===== config.mk =====
export PLATFORM = sky130hd
export DESIGN_NAME = fe_sample_sched_flat
export DESIGN_NICKNAME = d
export VERILOG_FILES = /design/src/rtl/fe_pkg.sv /design/src/rtl/fe_sample_sched_if.sv /design/src/rtl/fe_samp_cnt.sv /design/src/rtl/fe_sample_sched.sv /design/src/flat_wrapper.sv
export SDC_FILE = /design/constraint.sdc
export NUM_CORES = 1
export LEC_CHECK = 0
export CAP_MARGIN = 40
export CORE_MARGIN = 4
export CORE_UTILIZATION = 35
export CTS_CLUSTER_DIAMETER = 50
export DETAILED_ROUTE_END_ITERATION = 7
export GPL_TIMING_DRIVEN = 0
export HOLD_SLACK_MARGIN = 0.1
export PLACE_DENSITY = 0.66
export SETUP_SLACK_MARGIN = 0.4
export SLEW_MARGIN = 20
export SYNTH_ARGS = -nofsm -noshare
export SYNTH_HDL_FRONTEND = slang
export SYNTH_SLANG_ARGS = --single-unit
export TNS_END_PERCENT = 10

===== constraint.sdc =====
create_clock -name clk -period 2.3 [get_ports clk]
set_input_delay 0.345 -clock clk [delete_from_list [all_inputs] [get_ports clk]]
set_output_delay 0.345 -clock clk [all_outputs]
set_load 0.02 [all_outputs]

===== src/rtl/fe_pkg.sv =====
// Shared types and defaults for the feature-extractor sample scheduler.
// Frame geometry defaults plus the widths of the frame index/count outputs.
package fe_pkg;

    typedef enum logic [1:0] {
        IDLE  = 2'd0,
        PRIME = 2'd1,
        RUN   = 2'd2
    } sched_state_t;

    localparam int FRAME_LEN_DEF = 512;
    localparam int HOP_LEN_DEF   = 256;
    localparam int FRAME_IDX_W   = 8;
    localparam int FRAME_CNT_W   = 16;

endpackage


===== src/rtl/fe_sample_sched_if.sv =====
// Sample/frame bus between the audio front end, the scheduler and the FFT stage.
// master = environment side (drives samples/acks), slave = scheduler side.
interface fe_sample_sched_if
    import fe_pkg::*;
#(
    parameter int DATA_WIDTH = 12
) ();

    logic                          sample_vld;
    logic signed [DATA_WIDTH-1:0]  audio_in;
    logic                          spi_en_inf_sample_sync;
    logic                          spi_en_fe_sample_sync;
    logic                          buf_full;
    logic                          frame_ack;
    logic signed [DATA_WIDTH-1:0]  audio_out;
    logic                          emp_clr;
    logic                          w_req;
    logic                          frame_rdy;
    logic [FRAME_IDX_W-1:0]        frame_idx;
    logic                          ovf_err;
    logic [FRAME_CNT_W-1:0]        frame_cnt;

    modport master (
        output sample_vld, audio_in, spi_en_inf_sample_sync, spi_en_fe_sample_sync,
               buf_full, frame_ack,
        input  audio_out, emp_clr, w_req, frame_rdy, frame_idx, ovf_err, frame_cnt
    );

    modport slave (
        input  sample_vld, audio_in, spi_en_inf_sample_sync, spi_en_fe_sample_sync,
               buf_full, frame_ack,
        output audio_out, emp_clr, w_req, frame_rdy, frame_idx, ovf_err, frame_cnt
    );

endinterface


===== src/rtl/fe_samp_cnt.sv =====
// Accepted-sample counter with a runtime terminal value; done pulses combinationally
// on the increment that reaches the terminal, and the count wraps to zero there.
module fe_samp_cnt #(
    parameter int CNT_W = 10
) (
    input  logic             clk,
    input  logic             rst_n,
    input  logic             clr_i,
    input  logic             inc_i,
    input  logic [CNT_W-1:0] term_i,
    output logic             done_o
);

    logic [CNT_W-1:0] cnt_q;
    logic [CNT_W-1:0] cnt_d;
    logic [CNT_W-1:0] cnt_nxt;

    assign cnt_nxt = cnt_q + CNT_W'(1);
    assign done_o  = inc_i & ~clr_i & (cnt_nxt == term_i);

    always_comb begin
        cnt_d = cnt_q;
        if (clr_i) begin
            cnt_d = '0;
        end else if (inc_i) begin
            cnt_d = done_o ? '0 : cnt_nxt;
        end
    end

    always_ff @(posedge clk) begin
        if (!rst_n) begin
            cnt_q <= '0;
        end else begin
            cnt_q <= cnt_d;
        end
    end

endmodule


===== src/rtl/fe_sample_sched.sv =====
// Gates audio samples into the pre-emphasis/frame buffer (1-cycle latency, drops on buf_full)
// and raises frame_rdy every FRAME_LEN then HOP_LEN samples; FE_FRAME_CNT_EN builds frame_cnt.
module fe_sample_sched
    import fe_pkg::*;
#(
    parameter int DATA_WIDTH = 12,
    parameter int FRAME_LEN  = FRAME_LEN_DEF,
    parameter int HOP_LEN    = HOP_LEN_DEF,
    localparam int CNT_W     = $clog2(FRAME_LEN + 1)
) (
    input  logic               clk,
    input  logic               rst_n,
    fe_sample_sched_if.slave   bus
);

    sched_state_t                 state_q, state_d;
    logic signed [DATA_WIDTH-1:0] audio_out_q, audio_out_d;
    logic                         emp_clr_q, emp_clr_d;
    logic                         w_req_q, w_req_d;
    logic                         frame_rdy_q, frame_rdy_d;
    logic [FRAME_IDX_W-1:0]       frame_idx_q, frame_idx_d;
    logic                         ovf_err_q, ovf_err_d;

    logic             ena;
    logic             accept;
    logic             drop;
    logic             frame_evt;
    logic [CNT_W-1:0] term;

    assign ena    = bus.spi_en_inf_sample_sync & bus.spi_en_fe_sample_sync;
    // The IDLE->PRIME cycle already accepts, so state is not part of the gate.
    assign accept = bus.sample_vld & ena & ~bus.buf_full;
    assign drop   = bus.sample_vld & ena & bus.buf_full;
    assign term   = (state_q == RUN) ? CNT_W'(HOP_LEN) : CNT_W'(FRAME_LEN);

    fe_samp_cnt #(
        .CNT_W (CNT_W)
    ) u_samp_cnt (
        .clk    (clk),
        .rst_n  (rst_n),
        .clr_i  (~ena),
        .inc_i  (accept),
        .term_i (term),
        .done_o (frame_evt)
    );

    always_comb begin
        state_d     = state_q;
        audio_out_d = audio_out_q;
        emp_clr_d   = 1'b0;
        w_req_d     = accept;
        frame_rdy_d = frame_rdy_q;
        frame_idx_d = frame_idx_q + FRAME_IDX_W'(frame_evt);
        ovf_err_d   = ovf_err_q | drop | (frame_evt & frame_rdy_q & ~bus.frame_ack);

        if (accept) begin
            audio_out_d = bus.audio_in;
        end

        if (!ena) begin
            state_d     = IDLE;
            frame_rdy_d = 1'b0;
        end else begin
            case (state_q)
                IDLE: begin
                    emp_clr_d = 1'b1;
                    state_d   = frame_evt ? RUN : PRIME;
                end
                PRIME:   state_d = frame_evt ? RUN : PRIME;
                RUN:     state_d = RUN;
                default: state_d = IDLE;
            endcase

            // A new frame outranks an ack landing in the same cycle.
            if (frame_evt) begin
                frame_rdy_d = 1'b1;
            end else if (bus.frame_ack) begin
                frame_rdy_d = 1'b0;
            end
        end
    end

    always_ff @(posedge clk) begin
        if (!rst_n) begin
            state_q     <= IDLE;
            audio_out_q <= '0;
            emp_clr_q   <= 1'b0;
            w_req_q     <= 1'b0;
            frame_rdy_q <= 1'b0;
            frame_idx_q <= '0;
            ovf_err_q   <= 1'b0;
        end else begin
            state_q     <= state_d;
            audio_out_q <= audio_out_d;
            emp_clr_q   <= emp_clr_d;
            w_req_q     <= w_req_d;
            frame_rdy_q <= frame_rdy_d;
            frame_idx_q <= frame_idx_d;
            ovf_err_q   <= ovf_err_d;
        end
    end

`ifdef FE_FRAME_CNT_EN
    logic [FRAME_CNT_W-1:0] frame_cnt_q, frame_cnt_d;

    always_comb begin
        frame_cnt_d = frame_cnt_q;
        if (frame_evt && (frame_cnt_q != {FRAME_CNT_W{1'b1}})) begin
            frame_cnt_d = frame_cnt_q + FRAME_CNT_W'(1);
        end
    end

    always_ff @(posedge clk) begin
        if (!rst_n) begin
            frame_cnt_q <= '0;
        end else begin
            frame_cnt_q <= frame_cnt_d;
        end
    end

    assign bus.frame_cnt = frame_cnt_q;
`else
    assign bus.frame_cnt = '0;
`endif

    assign bus.audio_out = audio_out_q;
    assign bus.emp_clr   = emp_clr_q;
    assign bus.w_req     = w_req_q;
    assign bus.frame_rdy = frame_rdy_q;
    assign bus.frame_idx = frame_idx_q;
    assign bus.ovf_err   = ovf_err_q;

endmodule


===== src/flat_wrapper.sv =====
// flat-port wrapper written by rule: the top's interface ports become plain ports
module fe_sample_sched_flat import fe_pkg::*;
#(
    parameter int DATA_WIDTH = 12,
    parameter int FRAME_LEN  = FRAME_LEN_DEF,
    parameter int HOP_LEN    = HOP_LEN_DEF,
    localparam int CNT_W     = $clog2(FRAME_LEN + 1)
)
  (clk, rst_n, bus_sample_vld, bus_audio_in, bus_spi_en_inf_sample_sync, bus_spi_en_fe_sample_sync, bus_buf_full, bus_frame_ack, bus_audio_out, bus_emp_clr, bus_w_req, bus_frame_rdy, bus_frame_idx, bus_ovf_err, bus_frame_cnt);
  fe_sample_sched_if #(.DATA_WIDTH(DATA_WIDTH)) bus_i ();
  input  logic clk;
  input  logic rst_n;
  input wire logic [$bits(bus_i.sample_vld)-1:0] bus_sample_vld;
  input wire logic [$bits(bus_i.audio_in)-1:0] bus_audio_in;
  input wire logic [$bits(bus_i.spi_en_inf_sample_sync)-1:0] bus_spi_en_inf_sample_sync;
  input wire logic [$bits(bus_i.spi_en_fe_sample_sync)-1:0] bus_spi_en_fe_sample_sync;
  input wire logic [$bits(bus_i.buf_full)-1:0] bus_buf_full;
  input wire logic [$bits(bus_i.frame_ack)-1:0] bus_frame_ack;
  output wire logic [$bits(bus_i.audio_out)-1:0] bus_audio_out;
  output wire logic [$bits(bus_i.emp_clr)-1:0] bus_emp_clr;
  output wire logic [$bits(bus_i.w_req)-1:0] bus_w_req;
  output wire logic [$bits(bus_i.frame_rdy)-1:0] bus_frame_rdy;
  output wire logic [$bits(bus_i.frame_idx)-1:0] bus_frame_idx;
  output wire logic [$bits(bus_i.ovf_err)-1:0] bus_ovf_err;
  output wire logic [$bits(bus_i.frame_cnt)-1:0] bus_frame_cnt;
  assign bus_i.sample_vld = bus_sample_vld;
  assign bus_i.audio_in = bus_audio_in;
  assign bus_i.spi_en_inf_sample_sync = bus_spi_en_inf_sample_sync;
  assign bus_i.spi_en_fe_sample_sync = bus_spi_en_fe_sample_sync;
  assign bus_i.buf_full = bus_buf_full;
  assign bus_i.frame_ack = bus_frame_ack;
  assign bus_audio_out = bus_i.audio_out;
  assign bus_emp_clr = bus_i.emp_clr;
  assign bus_w_req = bus_i.w_req;
  assign bus_frame_rdy = bus_i.frame_rdy;
  assign bus_frame_idx = bus_i.frame_idx;
  assign bus_ovf_err = bus_i.ovf_err;
  assign bus_frame_cnt = bus_i.frame_cnt;
  fe_sample_sched #(.DATA_WIDTH(DATA_WIDTH), .FRAME_LEN(FRAME_LEN), .HOP_LEN(HOP_LEN)) u_core (.clk(clk), .rst_n(rst_n), .bus(bus_i));
endmodule

* After elaboration in Yosys (flattened, before gate mapping)
Index checks and enable logic that the tools add are counted.
** Cells by class
- Multiplexer cells :: 7
- Equal/unequal tests :: 3
- $add $sub $neg :: 2
- Reduce and logical (&&, ||, !) cells :: 4
- Bitwise operators :: 12
** Operators with widths (number)
- $mux W10 :: 2
- $add A10 B1 Y10 const B :: 1
- $eq A10 B10 Y1 :: 1
- $add A8 B1 Y8 :: 1
- $and A1 B1 Y1 :: 8
- $pmux W2 S2 :: 1
- $mux W1 :: 3
- $eq A2 B1 Y1 const B :: 1
- $eq A2 B2 Y1 const B :: 1
- $logic_not A2 Y1 :: 1
- $mux W2 :: 1
- $not A1 Y1 :: 2
- $or A1 B1 Y1 :: 2
- $reduce_and A2 Y1 :: 1
- $reduce_bool A2 Y1 :: 1
- $reduce_or A2 Y1 :: 1
** Storage, ports and cells
- Flip-flop bits (word level) :: 36
- Word-level logic and storage cells :: 36
- Output and inout port bits :: 40

* Longest topological paths before layout
Gate-level depths: netlist of the first run.
- Word-level depth :: 8
- Mapped depth :: 12
- Gate-level depth less buffers :: 11

* By module
A second synthesis of the first run with hierarchy kept.
** Second synthesis, totals
- Cell total of the unflattened synthesis :: 217
- Area total of the unflattened synthesis :: 1876.8 µm²
** Modules (own cells, without submodules)
- fe_sample_sched :: times used 1, sequential area each 520.5 µm², cells each 127, area each 1084.8 µm²
- fe_samp_cnt :: times used 1, sequential area each 200.2 µm², cells each 90, area each 792.0 µm²

* Worst setup path after synthesis of the first run
No wires, ideal clock.
- Path kind :: register to register
- From :: register u_core.u_samp_cnt.cnt_q[0]
- To :: register u_core.frame_idx_q[5], in the netlist u_core.bus.frame_idx[5]
- Setup slack :: -220 ps
- Data arrival time :: 2392 ps
- Period minus slack after synthesis :: 2520 ps
- Buffers on the path :: 1
- Stages on the path, launching flop included :: 13
- Cell sequence :: dfxtp_1 -> ha_1 -> buf_4 -> inv_1 -> or4b_1 -> a31oi_1 -> o2111ai_2 -> inv_1 -> ha_1 -> and3_1 -> nand3_1 -> xor2_1 -> nor2_1
** On the way
- Word-level cells in the longest chain between the ends :: 4
** Ends and longest elaborated chain
- start, declared :: line fe_samp_cnt.sv:14 : logic [CNT_W-1:0] cnt_q;
- start signal, assigned :: line fe_samp_cnt.sv:34 : cnt_q <= cnt_d;
- $add A10 B1 Y10 :: line fe_samp_cnt.sv:18 : assign cnt_nxt = cnt_q + CNT_W'(1);
- $eq A10 B10 Y1 :: line fe_samp_cnt.sv:19 : assign done_o = inc_i & ~clr_i & (cnt_nxt == term_i);
- $and A1 B1 Y1 :: line fe_samp_cnt.sv:19
- net u_core.frame_evt :: line fe_sample_sched.sv:27 : logic frame_evt;
- $add A8 B1 Y8 :: line fe_sample_sched.sv:53 : frame_idx_d = frame_idx_q + FRAME_IDX_W'(frame_evt);
- end signal, assigned :: line fe_sample_sched.sv:98 : frame_idx_q <= frame_idx_d;
- end, declared :: line fe_sample_sched.sv:21 : logic [FRAME_IDX_W-1:0] frame_idx_q, frame_idx_d;
The timed path passes the listed nets, and every way through them passes these cells.
A chain may end at the register's enable or synchronous reset.

* Worst setup path in the final report of the first run
- From :: register u_core.u_samp_cnt.cnt_q[1]
- To :: register u_core.frame_idx_q[7], in the netlist u_core.bus.frame_idx[7]
The elaborated chain is that of the path after synthesis.

==> results.py, run 1 <==
metrics = {
    "status": {
        "status": "finished clean",
    },
    "sta": {
        "setup_tns_ns": 0,
        "finalCritPeriodShare_pct": 99.7,
        "max_freq_ghz": 0.436,
        "fin_crit_ns": 2.29,
        "drv_slew": 0,
        "grt_setup_unrepaired": "true",
        "skew_ns": 0.00568,
        "setup_viol": 0,
        "finalHoldViolCount": 0,
        "final.setup.worst_slack_ns": 0.00625,
        "whs_ns": 0.408,
    },
    "yosys": {
        "yosysUniqueCellTypes": 43,
        "synth_top_cell_by_area": "dfxtp_1",
        "synth_cells": 206,
        "yosys_warnings": 0,
        "ys_seq_elements": 36,
        "syn-cell-area_um2": 1780,
        "avgSynthCellArea_um2": 8.63,
        "ys_seq_area_share_pct": 40.5,
        "yosysTopAreaCellShare_pct": 40.5,
        "synth.area.top_cells": "dfxtp_1 41%, buf_4 7.6%, nand2_1 6.3%",
    },
    "drt": {
        "num_vias": 1593,
        "post_drt_wl_per_cell_um": 12.0,
        "drcViolationCount": 0,
        "routed_wl_um": 4110,
        "vias_per_cell": 4.63,
        "ant_nets": 0,
        "dr.pass1.iters": 4,
        "dr.first_iter.drc_count": 39,
    },
    "hold_path": {
        "hp-class": "flop to flop",
    },
    "final_layout": {
        "antennaDiodeCount": 0,
        "fin_nets": 299,
        "final_cell_area_um2": 2640,
        "synthToLayoutAreaGrowth_pct": 48.2,
        "final_core_util_pct": 54.7,
        "finalNonFillerCells": 344,
        "drive_above_1_share_pct": 23.1,
        "final_cell_mix": "42 x clkdlybuf4s50_1, 33 x dfxtp_1, 30 x nand2_1",
        "final_common_cell": "clkdlybuf4s50_1",
    },
    "floorplan": {
        "die_area_um2": 6280,
        "die_x_um": 79.3,
        "rows": 25,
        "start_util_pct": 36.9,
        "die_h_um": 79.3,
        "io_pins": 59,
        "fp.coreArea_um2": 4820,
    },
    "place": {
        "io_buffer_count": 42,
        "gp_congestion": 0.825,
        "dpl.hpwl_um": 2960,
        "dp_cells": 330,
        "post-place-ws_ns": -0.830,
        "place_area_um2": 2390,
    },
    "cts": {
        "insertion_delay_ns": 0.29,
        "cts.clk_slew.worst_paths_ns": 0.07,
        "htree_levels": 2,
        "clkSinkCount": 36,
        "ctsRootBufferMaster": "clkbuf_8",
        "cts_buffers": 5,
        "cts_tree": "done",
        "ctsHoldBuffers": 0,
        "clk_path_buf_depth": 2,
    },
    "power_and_ir_drop": {
        "p_per_area_nw_per_um2": 479,
        "combPwrFrac_pct": 10.1,
        "clkPwrFrac_pct": 40.0,
        "p_leak_nw": 1.01,
        "switching_power_uw": 294,
        "peakVddDrop_v": 0.000229,
        "netSwitchingFraction_pct": 23.3,
        "p_int_uw": 969,
        "p_seq_share_pct": 49.9,
        "p_total_mw": 1.26,
    },
    "critical_path": {
        "critPathMaxStageDelay_ns": 0.49,
        "cp_max_fo": 4,
        "cp-end-kind": "flop",
        "slowest_stage": "or4b_4",
        "critical_path.most_common_cell": "ha_4",
        "crit_chain": "ha_4 > buf_6 > or4b_4 > a31oi_4 > o2111ai_4 > inv_2 > ha_4 > and3_4 > nand3_2 > xor2_1 > nor2_1",
        "worstSetupPathType": "flop to flop",
        "worstPathRequired_ns": 2.47,
        "start_kind": "flop",
        "arrival_ns": 2.46,
    },
    "run": {
        "cap_violations": 0,
    },
    "global_route": {
        "grt_util_all_layers_pct": 13.6,
        "grt_pass1_wl_um": 6820,
        "overflow": 0,
        "grt_max_degree": 12,
        "antenna_found_initial": 0,
        "grt_pass1_vias": 1441,
    },
}
==> cells by family after synthesis <==
group	share of synthesized area (%)
compound gates	11.5
xor+xnor	9.36
fa+ha+maj	2.82
buf+inv	10.9
flops	40.5
other cells	0.211
simple gates	24.7
==> power groups by stage <==
stage               clock network (mW)  registers, mW  logic (mW)
CTS                              0.528          0.631       0.127
floorplan                            0          0.653      0.0654
finish                           0.506          0.631       0.127
detailed placement                   0          0.646       0.126
global route                     0.557          0.631       0.137
global placement                     0          0.645       0.125
==> critical path: cells and delay by family (launching register included) <==
family          cells  cell delay [ns]
compound gates      2             0.36
fa+ha+maj           2             0.28
flops               1             0.36
buf+inv             2             0.21
simple gates        4             0.82
xor+xnor            1             0.13
==> registers in the layout, summed over array words and instances (netlist names) <==
register and flops:
u_core.bus.audio_out 12, u_core.u_samp_cnt.cnt_q 10, u_core.bus.frame_idx 8, u_core.state_q 2, u_core.bus.emp_clr 1, u_core.bus.frame_rdy 1, u_core.bus.ovf_err 1, u_core.bus.w_req 1
==> path summary, 6_finish.rpt <==
path	startpoint	endpoint	slack (ns)	depth (start not counted)
max	u_core.u_samp_cnt.cnt_q[1]	u_core.bus.frame_idx[7]	0.006	11
min	u_core.state_q[0]	u_core.bus.emp_clr	0.41	1
max reg2reg	u_core.u_samp_cnt.cnt_q[1]	u_core.bus.frame_idx[7]	0.006	11
min reg2reg	u_core.state_q[0]	u_core.bus.emp_clr	0.41	1
==> synth_stat cells <==
library cell	count
a41o_1	1
nand3_1	9
nor2_1	19
xnor2_1	11
buf_2	2
a21boi_1	1
nand2_2	1
nand2b_1	1
o31ai_2	1
o21a_1	1
nor3_1	3
inv_1	3
buf_4	18
xor2_1	8
ha_1	4
o22ai_1	1
dfxtp_1	36
and4b_1	2
o2111ai_2	1
o41ai_1	2
conb_1	1
nand2b_4	1
and2_1	2
o311a_1	1
o31ai_1	1
or3b_2	1
nand4_2	1
and3_1	3
buf_6	1
nand4_1	4
a31o_2	1
a31oi_1	1
nor2b_1	1
nor4_1	1
clkbuf_1	7
nand2_1	30
a211oi_1	1
nand4b_1	1
and4_1	2
a21oi_1	14
a211o_1	2
or2_2	2
or4b_1	2
==> per-layer routing <==
layer	up-vias	share of wire, %	track usage, %
met5	-	0	0
met4	0	0.66	3.09
met3	3	5.4	3.97
met2	42	47	21.2
met1	734	47	18.4
li1	814	-	-
==> what timing repair did <==
| action | in CTS | in global routing |
|---|---|---|
| endpoints found under the setup margin | 26 | 15 |
| gates cloned | 0 | 0 |
| setup buffers | 5 | 1 |
| pin swaps | 5 | 7 |
| gates resized for setup | 6 | 15 |
==> area by class of cell <==
cell class | count | area, µm²
plain buffers | 28 | 191
repair buffers | 48 | 473
flip-flops and latches | 36 | 729
fillers | 478 | 2180
well taps | 67 | 83.8
clock inverters | 1 | 5.00
inverters | 3 | 16.3
clock buffers | 7 | 97.6
multi-input cells | 154 | 1040
Note: power is estimated with default switching activity, not from simulation.
==> inputs of run 2 (changes only) <==
clock period = 2.02 ns   (was 2.3 ns; I/O delays follow)
==> run 2 against run 1 <==
  * The run now ends with setup timing left
  * Global-route usage stayed put
  * First-iteration DRC count increased by 2.6%
  * Register-to-register slack got worse by 0.30 ns
  * Core utilization rose by 0.44 points
  * Maximum frequency decreased by 1.0%
  * Sequential share of layout area shrank 0.22 points
  * Design area up 0.81%
  * Non-clock buffer count unchanged
  * Clock-buffer cell count did not move
  * Critical path depth unchanged
  * Die area unchanged
  * Cell count stayed put
  * Largest cell class unchanged
==> results.py, run 2 (synthesis results as in run 1) <==
metrics = {
    "place": {
        "dpl.hpwl_um": 2960,
        "post-place-ws_ns": -1.07,
        "gp_congestion": 0.825,
        "io_buffer_count": 42,
        "place_area_um2": 2390,
    },
    "cts": {
        "insertion_delay_ns": 0.29,
        "clkSinkCount": 36,
        "ctsRootBufferMaster": "clkbuf_8",
        "cts_tree": "done",
        "htree_levels": 2,
        "clk_path_buf_depth": 2,
        "ctsHoldBuffers": 0,
        "cts_buffers": 5,
        "cts.clk_slew.worst_paths_ns": 0.07,
    },
    "status": {
        "status": "complete, but fails checks",
        "violations": "setup timing",
    },
    "final_layout": {
        "final_common_cell": "dfxtp_1",
        "final_core_util_pct": 55.1,
        "synthToLayoutAreaGrowth_pct": 49.4,
        "final_cell_mix": "33 x dfxtp_1, 31 x clkdlybuf4s50_1, 30 x nand2_1",
        "largest_reg_flops": 12,
        "fin_nets": 299,
        "antennaDiodeCount": 0,
        "final_cell_area_um2": 2660,
        "drive_above_1_share_pct": 24.2,
        "nFillCells": 477,
    },
    "sta": {
        "finalCritPeriodShare_pct": 115,
        "drv_slew": 0,
        "final.setup.worst_slack_ns": -0.298,
        "max_freq_ghz": 0.431,
        "grt_setup_unrepaired": "true",
        "fin_crit_ns": 2.32,
        "finalHoldViolCount": 0,
        "setup_viol": 8,
        "whs_ns": 0.408,
        "skew_ns": 0.00544,
    },
    "drt": {
        "num_vias": 1598,
        "ant_nets": 0,
        "post_drt_wl_per_cell_um": 12.1,
        "dr.pass1.iters": 4,
        "vias_per_cell": 4.65,
        "drcViolationCount": 0,
        "routed_wl_um": 4160,
        "dr.first_iter.drc_count": 40,
    },
    "critical_path": {
        "worstSetupPathType": "flop to flop",
        "r2r_slack_ns": -0.30,
        "start_kind": "flop",
        "arrival_ns": 2.49,
        "cp-end-kind": "flop",
        "cp_max_fo": 4,
        "worstPathRequired_ns": 2.19,
    },
    "hold_path": {
        "hp-class": "flop to flop",
    },
    "floorplan": {
        "die_h_um": 79.3,
        "die_x_um": 79.3,
        "rows": 25,
        "io_pins": 59,
        "start_util_pct": 36.9,
        "die_area_um2": 6280,
        "fp.coreArea_um2": 4820,
    },
    "global_route": {
        "grt_max_degree": 12,
        "grt_pass1_wl_um": 6800,
        "grt_util_all_layers_pct": 13.6,
        "grt_pass1_vias": 1437,
        "overflow": 0,
        "antenna_found_initial": 0,
    },
    "power_and_ir_drop": {
        "p_leak_nw": 1.09,
        "p_per_area_nw_per_um2": 541,
        "peakVddDrop_v": 0.000263,
    },
    "run": {
        "cap_violations": 0,
    },
}
[run 2: cell types whose count changed in the layout (fill, tap and decap cells not counted), moves of 2 or more]
| cell | previous run | this run |
|---|---|---|
| clkdlybuf4s50_1 | 42 | 31 |
| dlygate4sd2_1 | 0 | 8 |
| dlymetal6s2s_1 | 0 | 3 |
| xnor2_1 | 11 | 9 |
| xnor2_2 | 0 | 2 |
[run 2: where the power goes]
part	switching [mW]	internal [mW]
sequential	0.00361	0.714
combinational	0.0724	0.0703
clock	0.260	0.316
[run 2: cell type report]
class | instances | area, µm² | share of cell area, %
Inverter | 3 | 16.3 | 0.612
Buffer | 28 | 198 | 7.44
Clock buffer | 7 | 97.6 | 3.67
Timing Repair Buffer | 48 | 470 | 17.7
Multi-Input combinational cell | 154 | 1060 | 39.8
Tap cell | 67 | 83.8 | 3.16
Sequential cell | 36 | 729 | 27.5
Clock inverter | 1 | 5.00 | 0.188
[run 2: worst paths after layout]
kind,startpoint,to,cells after the start
min,u_core.state_q[0],u_core.bus.emp_clr,1
min reg2reg,u_core.state_q[0],u_core.bus.emp_clr,1
max reg2reg,u_core.u_samp_cnt.cnt_q[1],u_core.bus.frame_idx[7],11
max,u_core.u_samp_cnt.cnt_q[1],u_core.bus.frame_idx[7],11
[run 2: worst max-delay path, cell delays in order (launching register included)]
cell and delay (ns):
dfxtp_4 0.37, ha_4 0.15, buf_6 0.12, or4b_4 0.49
a31oi_4 0.22, o2111ai_4 0.16, inv_2 0.09, ha_4 0.13
and3_4 0.20, nand3_2 0.08, xor2_1 0.13, nor2_1 0.05
[run 2: layer usage]
layer	track usage (%)	vias up	wire, µm
li1	-	812	-
met1	18.4	745	2000
met2	21.1	38	1910
met3	4.08	3	217
met4	3.09	0	27
met5	0	-	0
[run 2: per-stage QoR]
step / power (mW) / TNS (ns) / instances
floorplan: 0.817 / -1.90 / 221
global placement: 0.877 / -12.20 / 330
detailed placement: 0.878 / -12.66 / 330
CTS: 1.46 / -1.70 / 344
global route: 1.51 / -2.28 / 344
finish: 1.44 / -1.61 / 344
[run 2: repair_timing]
item,in CTS,in global routing
cloned,0,0
resized for setup,20,16
pin swaps,15,10
setup buffers,6,0
endpoints found under the setup margin,34,19
